### config.mk
export PLATFORM = sky130hd
export DESIGN_NAME = bp_trace_scoreboard_flat
export DESIGN_NICKNAME = d
export VERILOG_FILES = /design/src/rtl/bp_trace_scoreboard_pkg.sv /design/src/rtl/bp_trace_scoreboard_if.sv /design/src/rtl/bp_trace_scoreboard_queue.sv /design/src/rtl/bp_trace_scoreboard.sv /design/src/flat_wrapper.sv
export SDC_FILE = /design/constraint.sdc
export NUM_CORES = 2
export LEC_CHECK = 0
export CAP_MARGIN = 20
export CORE_UTILIZATION = 35
export CTS_CLUSTER_DIAMETER = 150
export CTS_CLUSTER_SIZE = 12
export DETAILED_ROUTE_END_ITERATION = 10
export PLACE_DENSITY = 0.52
export SKIP_LAST_GASP = 1
export SYNTH_ARGS = -nofsm -noshare
export SYNTH_HDL_FRONTEND = slang
export SYNTH_SLANG_ARGS = --single-unit
### constraint.sdc
create_clock -name clock -period 6.82 [get_ports clock]
set_clock_uncertainty 0.05 [all_clocks]
set_input_delay 1.364 -clock clock [delete_from_list [all_inputs] [get_ports clock]]
set_output_delay 1.364 -clock clock [all_outputs]
set_load 0.05 [all_outputs]
### src/rtl/bp_trace_scoreboard_pkg.sv
// +----------------------------------------------------------------------------+
// | bp_trace_pkg                                                               |
// | Shared types for the branch-trace scoreboard: branch kinds, error causes,  |
// | queued prediction record.                                                  |
// | Revision: 1.0                                                              |
// +----------------------------------------------------------------------------+
`default_nettype none

package bp_trace_pkg;

  typedef enum logic [1:0] {
    BR_COND = 2'd0,
    BR_JAL  = 2'd1,
    BR_JALR = 2'd2,
    BR_RET  = 2'd3
  } br_type_e;

  typedef enum logic [2:0] {
    ERR_NONE         = 3'd0,
    ERR_RES_EMPTY    = 3'd1,
    ERR_RES_PTR      = 3'd2,
    ERR_RES_PC       = 3'd3,
    ERR_PRED_PTR     = 3'd4,
    ERR_PRED_NOREADY = 3'd5
  } err_e;

  typedef struct packed {
    logic [31:0] ptr;
    logic [31:0] pc;
    logic [31:0] target;
    br_type_e    br_type;
    logic        taken;
  } bp_entry_t;

  localparam logic [31:0] NPC_INC = 32'd4;

endpackage

`default_nettype wire

### src/rtl/bp_trace_scoreboard_if.sv
// +----------------------------------------------------------------------------+
// | bp_trace_scoreboard_if                                                     |
// | Prediction, resolve, flush, redirect and status bundle of the scoreboard.  |
// | Revision: 1.0                                                              |
// +----------------------------------------------------------------------------+
`default_nettype none

interface bp_trace_scoreboard_if import bp_trace_pkg::*; #(
  parameter int CNT_W = 32
) ();

  logic             pred_valid;
  logic             pred_ready;
  logic [31:0]      pred_ptr;
  logic [31:0]      pred_pc;
  logic [31:0]      pred_target;
  br_type_e         pred_br_type;
  logic             pred_taken;

  logic             res_valid;
  logic [31:0]      res_ptr;
  logic [31:0]      res_pc;
  logic [31:0]      res_target;
  br_type_e         res_br_type;
  logic             res_taken;

  logic             flush_valid;
  logic [31:0]      flush_ptr;

  logic             redir_valid;
  logic [31:0]      redir_pc;
  logic [31:0]      redir_ptr;

  logic [CNT_W-1:0] cnt_branch;
  logic [CNT_W-1:0] cnt_dir_miss;
  logic [CNT_W-1:0] cnt_tgt_miss;
  logic             err;
  err_e             err_code;

  modport master (
    output pred_valid, pred_ptr, pred_pc, pred_target, pred_br_type, pred_taken,
    output res_valid, res_ptr, res_pc, res_target, res_br_type, res_taken,
    output flush_valid, flush_ptr,
    input  pred_ready, redir_valid, redir_pc, redir_ptr,
    input  cnt_branch, cnt_dir_miss, cnt_tgt_miss, err, err_code
  );

  modport slave (
    input  pred_valid, pred_ptr, pred_pc, pred_target, pred_br_type, pred_taken,
    input  res_valid, res_ptr, res_pc, res_target, res_br_type, res_taken,
    input  flush_valid, flush_ptr,
    output pred_ready, redir_valid, redir_pc, redir_ptr,
    output cnt_branch, cnt_dir_miss, cnt_tgt_miss, err, err_code
  );

endinterface

`default_nettype wire

### src/rtl/bp_trace_scoreboard_queue.sv
// +----------------------------------------------------------------------------+
// | bp_trace_queue                                                             |
// | DEPTH-entry circular FIFO of in-flight predictions with wrap-bit pointers. |
// | Revision: 1.0                                                              |
// +----------------------------------------------------------------------------+
`default_nettype none

module bp_trace_queue import bp_trace_pkg::*; #(
  parameter int DEPTH = 16
) (
  input  logic      clock,
  input  logic      reset,
  input  logic      push,
  input  bp_entry_t push_data,
  input  logic      pop,
  input  logic      flush,
  output bp_entry_t head,
  output logic      full,
  output logic      empty
);

  localparam int          AW      = $clog2(DEPTH);
  localparam logic [AW:0] PTR_ONE = {{AW{1'b0}}, 1'b1};

  bp_entry_t   mem_q [DEPTH];
  logic [AW:0] wr_ptr_q, wr_ptr_d;
  logic [AW:0] rd_ptr_q, rd_ptr_d;
  logic        wr_en;

  assign wr_en = push & ~flush;

  always_comb begin
    wr_ptr_d = wr_ptr_q;
    rd_ptr_d = rd_ptr_q;
    if (flush) begin
      wr_ptr_d = '0;
      rd_ptr_d = '0;
    end else begin
      if (push) wr_ptr_d = wr_ptr_q + PTR_ONE;
      if (pop)  rd_ptr_d = rd_ptr_q + PTR_ONE;
    end
  end

  always_ff @(posedge clock) begin
    if (reset) begin
      wr_ptr_q <= '0;
      rd_ptr_q <= '0;
    end else begin
      wr_ptr_q <= wr_ptr_d;
      rd_ptr_q <= rd_ptr_d;
    end
  end

  always_ff @(posedge clock) begin
    if (wr_en) mem_q[wr_ptr_q[AW-1:0]] <= push_data;
  end

  assign head  = mem_q[rd_ptr_q[AW-1:0]];
  assign empty = (wr_ptr_q == rd_ptr_q);
  // Same slot index but opposite wrap bit means the writer has lapped the reader.
  assign full  = (wr_ptr_q[AW] != rd_ptr_q[AW]) && (wr_ptr_q[AW-1:0] == rd_ptr_q[AW-1:0]);

endmodule

`default_nettype wire

### src/rtl/bp_trace_scoreboard.sv
// +----------------------------------------------------------------------------+
// | bp_trace_scoreboard                                                        |
// | Matches resolved branches to queued predictions, raises redirects, keeps   |
// | miss statistics and a sticky protocol error.                               |
// | Revision: 1.0                                                              |
// +----------------------------------------------------------------------------+
`default_nettype none

module bp_trace_scoreboard import bp_trace_pkg::*; #(
  parameter int DEPTH = 16,
  parameter int CNT_W = 32
) (
  input  logic                 clock,
  input  logic                 reset,
  bp_trace_scoreboard_if.slave bus
);

  localparam logic [0:0]       ST_RUN  = 1'b0;
  localparam logic [0:0]       ST_ERR  = 1'b1;
  localparam logic [CNT_W-1:0] CNT_ONE = {{(CNT_W-1){1'b0}}, 1'b1};

  logic [0:0]       state_q, state_d;
  logic [31:0]      exp_ptr_q, exp_ptr_d;
  logic             redir_valid_q, redir_valid_d;
  logic [31:0]      redir_pc_q, redir_pc_d;
  logic [31:0]      redir_ptr_q, redir_ptr_d;
  logic [CNT_W-1:0] cnt_branch_q, cnt_branch_d;
  logic [CNT_W-1:0] cnt_dir_q, cnt_dir_d;
  logic [CNT_W-1:0] cnt_tgt_q, cnt_tgt_d;
  logic             err_q, err_d;
  err_e             err_code_q, err_code_d;

  bp_entry_t head, push_entry;
  logic      q_full, q_empty, q_push, q_pop;
  logic      run, pred_fire, res_act, dir_miss, tgt_miss;
  err_e      err_now;

  assign run            = (state_q == ST_RUN);
  assign bus.pred_ready = run & ~q_full;
  assign pred_fire      = bus.pred_valid & bus.pred_ready & ~bus.flush_valid;
  assign res_act        = bus.res_valid & run & ~bus.flush_valid;

  // A wrong branch type is charged as a direction miss, never as a target miss.
  assign dir_miss = (bus.res_taken != head.taken) || (bus.res_br_type != head.br_type);
  assign tgt_miss = !dir_miss && bus.res_taken && (bus.res_target != head.target);

  always_comb begin
    err_now = ERR_NONE;
    if (res_act && q_empty)                          err_now = ERR_RES_EMPTY;
    else if (res_act && bus.res_ptr != head.ptr)     err_now = ERR_RES_PTR;
    else if (res_act && bus.res_pc != head.pc)       err_now = ERR_RES_PC;
    else if (pred_fire && bus.pred_ptr != exp_ptr_q) err_now = ERR_PRED_PTR;
    else if (bus.pred_valid && !bus.pred_ready && !q_full && !bus.flush_valid)
                                                     err_now = ERR_PRED_NOREADY;
  end

  assign push_entry = '{ptr: bus.pred_ptr, pc: bus.pred_pc, target: bus.pred_target,
                        br_type: bus.pred_br_type, taken: bus.pred_taken};
  assign q_push = pred_fire && (err_now == ERR_NONE);
  assign q_pop  = res_act && (err_now == ERR_NONE);

  bp_trace_queue #(.DEPTH(DEPTH)) u_queue (
    .clock     (clock),
    .reset     (reset),
    .push      (q_push),
    .push_data (push_entry),
    .pop       (q_pop),
    .flush     (bus.flush_valid),
    .head      (head),
    .full      (q_full),
    .empty     (q_empty)
  );

  always_comb begin
    state_d       = state_q;
    exp_ptr_d     = exp_ptr_q;
    redir_valid_d = 1'b0;
    redir_pc_d    = redir_pc_q;
    redir_ptr_d   = redir_ptr_q;
    cnt_branch_d  = cnt_branch_q;
    cnt_dir_d     = cnt_dir_q;
    cnt_tgt_d     = cnt_tgt_q;
    err_d         = err_q;
    err_code_d    = err_code_q;

    if (bus.flush_valid) exp_ptr_d = bus.flush_ptr;
    else if (q_push)     exp_ptr_d = exp_ptr_q + 32'd1;

    if (run && err_now != ERR_NONE) begin
      state_d    = ST_ERR;
      err_d      = 1'b1;
      err_code_d = err_now;
    end else if (q_pop) begin
      cnt_branch_d = cnt_branch_q + CNT_ONE;
      if (dir_miss) cnt_dir_d = cnt_dir_q + CNT_ONE;
      if (tgt_miss) cnt_tgt_d = cnt_tgt_q + CNT_ONE;
      if (dir_miss || tgt_miss) begin
        redir_valid_d = 1'b1;
        redir_pc_d    = bus.res_taken ? bus.res_target : bus.res_pc + NPC_INC;
        redir_ptr_d   = bus.res_ptr;
      end
    end
  end

  always_ff @(posedge clock) begin
    if (reset) begin
      state_q       <= ST_RUN;
      exp_ptr_q     <= '0;
      redir_valid_q <= 1'b0;
      redir_pc_q    <= '0;
      redir_ptr_q   <= '0;
      cnt_branch_q  <= '0;
      cnt_dir_q     <= '0;
      cnt_tgt_q     <= '0;
      err_q         <= 1'b0;
      err_code_q    <= ERR_NONE;
    end else begin
      state_q       <= state_d;
      exp_ptr_q     <= exp_ptr_d;
      redir_valid_q <= redir_valid_d;
      redir_pc_q    <= redir_pc_d;
      redir_ptr_q   <= redir_ptr_d;
      cnt_branch_q  <= cnt_branch_d;
      cnt_dir_q     <= cnt_dir_d;
      cnt_tgt_q     <= cnt_tgt_d;
      err_q         <= err_d;
      err_code_q    <= err_code_d;
    end
  end

  assign bus.redir_valid  = redir_valid_q;
  assign bus.redir_pc     = redir_pc_q;
  assign bus.redir_ptr    = redir_ptr_q;
  assign bus.cnt_branch   = cnt_branch_q;
  assign bus.cnt_dir_miss = cnt_dir_q;
  assign bus.cnt_tgt_miss = cnt_tgt_q;
  assign bus.err          = err_q;
  assign bus.err_code     = err_code_q;

endmodule

`default_nettype wire

### src/flat_wrapper.sv
// flat-port wrapper written by rule: the top's interface ports become plain ports
module bp_trace_scoreboard_flat import bp_trace_pkg::*;
#(
  parameter int DEPTH = 16,
  parameter int CNT_W = 32
)
  (clock, reset, bus_pred_valid, bus_pred_ptr, bus_pred_pc, bus_pred_target, bus_pred_br_type, bus_pred_taken, bus_res_valid, bus_res_ptr, bus_res_pc, bus_res_target, bus_res_br_type, bus_res_taken, bus_flush_valid, bus_flush_ptr, bus_pred_ready, bus_redir_valid, bus_redir_pc, bus_redir_ptr, bus_cnt_branch, bus_cnt_dir_miss, bus_cnt_tgt_miss, bus_err, bus_err_code);
  bp_trace_scoreboard_if #(.CNT_W(CNT_W)) bus_i ();
  input  logic clock;
  input  logic reset;
  input wire logic [$bits(bus_i.pred_valid)-1:0] bus_pred_valid;
  input wire logic [$bits(bus_i.pred_ptr)-1:0] bus_pred_ptr;
  input wire logic [$bits(bus_i.pred_pc)-1:0] bus_pred_pc;
  input wire logic [$bits(bus_i.pred_target)-1:0] bus_pred_target;
  input wire logic [$bits(bus_i.pred_br_type)-1:0] bus_pred_br_type;
  input wire logic [$bits(bus_i.pred_taken)-1:0] bus_pred_taken;
  input wire logic [$bits(bus_i.res_valid)-1:0] bus_res_valid;
  input wire logic [$bits(bus_i.res_ptr)-1:0] bus_res_ptr;
  input wire logic [$bits(bus_i.res_pc)-1:0] bus_res_pc;
  input wire logic [$bits(bus_i.res_target)-1:0] bus_res_target;
  input wire logic [$bits(bus_i.res_br_type)-1:0] bus_res_br_type;
  input wire logic [$bits(bus_i.res_taken)-1:0] bus_res_taken;
  input wire logic [$bits(bus_i.flush_valid)-1:0] bus_flush_valid;
  input wire logic [$bits(bus_i.flush_ptr)-1:0] bus_flush_ptr;
  output wire logic [$bits(bus_i.pred_ready)-1:0] bus_pred_ready;
  output wire logic [$bits(bus_i.redir_valid)-1:0] bus_redir_valid;
  output wire logic [$bits(bus_i.redir_pc)-1:0] bus_redir_pc;
  output wire logic [$bits(bus_i.redir_ptr)-1:0] bus_redir_ptr;
  output wire logic [$bits(bus_i.cnt_branch)-1:0] bus_cnt_branch;
  output wire logic [$bits(bus_i.cnt_dir_miss)-1:0] bus_cnt_dir_miss;
  output wire logic [$bits(bus_i.cnt_tgt_miss)-1:0] bus_cnt_tgt_miss;
  output wire logic [$bits(bus_i.err)-1:0] bus_err;
  output wire logic [$bits(bus_i.err_code)-1:0] bus_err_code;
  assign bus_i.pred_valid = bus_pred_valid;
  assign bus_i.pred_ptr = bus_pred_ptr;
  assign bus_i.pred_pc = bus_pred_pc;
  assign bus_i.pred_target = bus_pred_target;
  assign bus_i.pred_br_type = bus_pred_br_type;
  assign bus_i.pred_taken = bus_pred_taken;
  assign bus_i.res_valid = bus_res_valid;
  assign bus_i.res_ptr = bus_res_ptr;
  assign bus_i.res_pc = bus_res_pc;
  assign bus_i.res_target = bus_res_target;
  assign bus_i.res_br_type = bus_res_br_type;
  assign bus_i.res_taken = bus_res_taken;
  assign bus_i.flush_valid = bus_flush_valid;
  assign bus_i.flush_ptr = bus_flush_ptr;
  assign bus_pred_ready = bus_i.pred_ready;
  assign bus_redir_valid = bus_i.redir_valid;
  assign bus_redir_pc = bus_i.redir_pc;
  assign bus_redir_ptr = bus_i.redir_ptr;
  assign bus_cnt_branch = bus_i.cnt_branch;
  assign bus_cnt_dir_miss = bus_i.cnt_dir_miss;
  assign bus_cnt_tgt_miss = bus_i.cnt_tgt_miss;
  assign bus_err = bus_i.err;
  assign bus_err_code = bus_i.err_code;
  bp_trace_scoreboard #(.DEPTH(DEPTH), .CNT_W(CNT_W)) u_core (.clock(clock), .reset(reset), .bus(bus_i));
endmodule
==> metrics <==
Core ar. ~210000 um2; Final #Nets between 4000 and 5000; Clock Path Buffers 3; area occupied by multi-input gates around 21000 um2; vias in the first global route 41691; placed cell area 82220 um2; Num CTS Buffers ~170; most used cell, CP buf_4; RSZ-0062 raised after global routing false; Critical Path AT ~6 ns; crit path launch type register; Worst Tran Pin Value between 1 and 1.5 ns; drt initial violations 3917; critical-path maximum fanout 38; P per Cell Area about 250 nW/um2; CTS tree yes; slowest CP cell a221oi_1; CTS root buf clkbuf_16; CP required 7.26 ns; sequential-to-total area share from yosys stat roughly 70%; crit path cell chain buf_12 > and2b_2 > a221oi_1 > xnor2_1 > nand4_1 > a2111oi_2 > buf_4 > and3_1 > nand2_1 > a21oi_1 > buf_4 > and3_4 > buf_4; routability cong. about 0.82; cts hold-fix bufs 0; largest net degree at the start of global routing 99; Synth cell types 81; commonest cells in the synthesized netlist edfxtp_1 (1584), mux2i_1 (363), mux4_2 (311); Most used DFF post-synth edfxtp_1; Initial Util between 30% and 40%; Synth area leader edfxtp_1; Max Cap Viol 0; area share of the largest cell type after synthesis about 64%; drt first pass iters 7; Worst-Skew Late Latency 0.84 ns; leakage power 26.53 nW; routed length per placed instance a little under 30 um; number of synthesized flops with an enable pin between 1500 and 2000; Hold Vio Cnt, Final 0; Slew headroom 26.64%; die footprint 213000 um2; synthesized cell area approximately 74000 um2; status finished, final reports clean; Post-synth ARST share 0%; Via density 5.456; Tcrit/Tclk final 83.32%; Sink Count 1795; post-route cell area 86960 um2; critical path endpoint category register; Register Area around 52000 um2; Setup CP Type reg -> reg; # fillers ~19000; most numerous cell in the Yosys netlist edfxtp_1; WP buf/inv 4; syn_area_per_cell between 15 and 20 um2; Slew Limit Fails 0; # DRC 0; Die Y roughly 460 um; GRT Overall Usage between 20% and 30%; GR Overflow Total 0; Net Count, Synth 4512; Row Count approximately 170; initial antenna violation count 26; vias post-DR about 42000; YS warnings 0; Post-CTS Setup Inserts 0; htree depth 4; Final ANT Viol Nets 0; setup violators final 0; slowest stage delay, CP between 0.7 and 0.8 ns; Port Buffers 400; fmax roughly 180 MHz; largest cells by area after synthesis edfxtp_1 (64%), mux4_2 (9.5%), dfxtp_1 (5.7%), mux2i_1 (4.9%), xnor2_1 (1.3%); PostCTS Resize Cnt 0; Hold Crit Class reg -> reg; Horiz. Die Dim 461.6 um; overall routed net length between 200000 and 250000 um; CTS clk-pin slew, worst paths around 0.070 ns; I/O pin cnt 401; DP HPWL roughly 150000 um; first-pass GRT wire length 316600 um; ratio of cells with drive above 1 in the final layout 15.84%; Max IR drop VDD 0.2740 mV; setup TNS 0 ns; family with the most delay on the worst path simple AND/OR/NAND/NOR gates; #FFs+latches synth 1795; Synth Instances approximately 4300; post-route minimum period roughly 5.7 ns; synthesis-to-finish area growth 17.65%
-- state kept, by name, indices dropped and copies added (netlist names), named ones only --
signal	flops
u_core.u_queue.mem_q	1584
u_core.bus.redir_ptr	32
u_core.bus.err	1
u_core.u_queue.rd_ptr_q	5
u_core.bus.cnt_tgt_miss	32
u_core.u_queue.wr_ptr_q	5
u_core.bus.err_code	3
u_core.bus.redir_valid	1
u_core.bus.cnt_branch	32
u_core.bus.cnt_dir_miss	32
u_core.bus.redir_pc	32
u_core.exp_ptr_q	32
-- path summary, 6_finish.rpt --
check	from	end	slack (ns)	cells after the start
worst min-delay path	u_core.bus.cnt_branch[31]$_SDFFE_PP0P_	u_core.bus.cnt_branch[31]$_SDFFE_PP0P_	0.44	2
worst min register to register	u_core.bus.cnt_branch[31]$_SDFFE_PP0P_	u_core.bus.cnt_branch[31]$_SDFFE_PP0P_	0.44	2
worst max-delay path	register	u_core.u_queue.mem_q[15][42]$_DFFE_PP_	1.14	13
worst max register to register	register	u_core.u_queue.mem_q[15][42]$_DFFE_PP_	1.14	13
-- per-layer routing --
metal	wire length, um	GRT usage (%)
met1	98350	28.74
met5	106	0
met2	108700	33.89
met4	7198	7.043
met3	12630	3.702
-- power breakdown --
group	switching (mW)	total (mW)	leakage, nW	internal (mW)
combinational	0.502	0.762	8.31	0.260
clock	4.06	8.63	2.26	4.58
sequential	0.0324	12.0	16.0	12.0
total	4.59	21.4	26.5	16.8
-- kinds of logic (layout without fill, tap and decap cells) --
kind of cell	after synthesis	in the layout	synth area share, %
flip-flops	1795	1795	70.07
AND/OR/NAND/NOR	814	814	6.080
multiplexers	732	732	15.34
AO/OA/AOI/OAI	418	418	3.843
buffers and inverters	286	842	1.994
XOR/XNOR	212	212	2.512
adder cells (fa/ha/maj)	10	10	0.1693
other	0	8	0
-- worst reg2reg max path, delay by kind of cell, from the launching register on --
family / cells / cell delay [ns]
simple gates: 5 / 1.86
compound gates: 3 / 1.39
flops: 1 / 0.69
xor+xnor: 1 / 0.19
buf+inv: 4 / 1.16
-- layout by cell type, fill, tap and decap left out, types with 80 or more instances in the layout --
cell / synthesis / routed
xor2_1: 104 / 104
mux2i_1: 363 / 363
nor2_1: 143 / 143
clkbuf_16: 0 / 169
a21oi_1: 80 / 80
buf_4: 34 / 94
o21ai_0: 98 / 98
clkdlybuf4s50_1: 0 / 397
nand2_1: 156 / 156
edfxtp_1: 1584 / 1584
xnor2_1: 108 / 108
dfxtp_1: 211 / 207
mux4_2: 311 / 311
-- per-stage QoR --
stage	total power, mW	utilization (%)	worst slack [ns]	std cells	hold WS [ns]
after global routing	22.02	41.45	0.7636	7634	0.4661
after CTS	21.60	41.43	1.011	7627	0.4418
final	21.41	41.45	1.138	7636	0.4384
after global placement	13.01	39.19	0.7052	7384	0.4170
after detailed placement	13.02	39.19	0.6642	7384	0.4298
after floorplan	12.49	-	0.00006928	4267	0.4308
-- final cells by class --
cell class / instances / share of cell area, %
inverters: 41 / 0.1813
flip-flops and latches: 1795 / 59.57
repair buffers: 558 / 6.908
clock buffers: 231 / 5.131
multi-input cells: 2186 / 23.88
clock inverters: 12 / 0.2676
diodes: 8 / 0.02302
well taps: 2805 / 4.036
No activity file was read; power rests on OpenSTA's default activity.
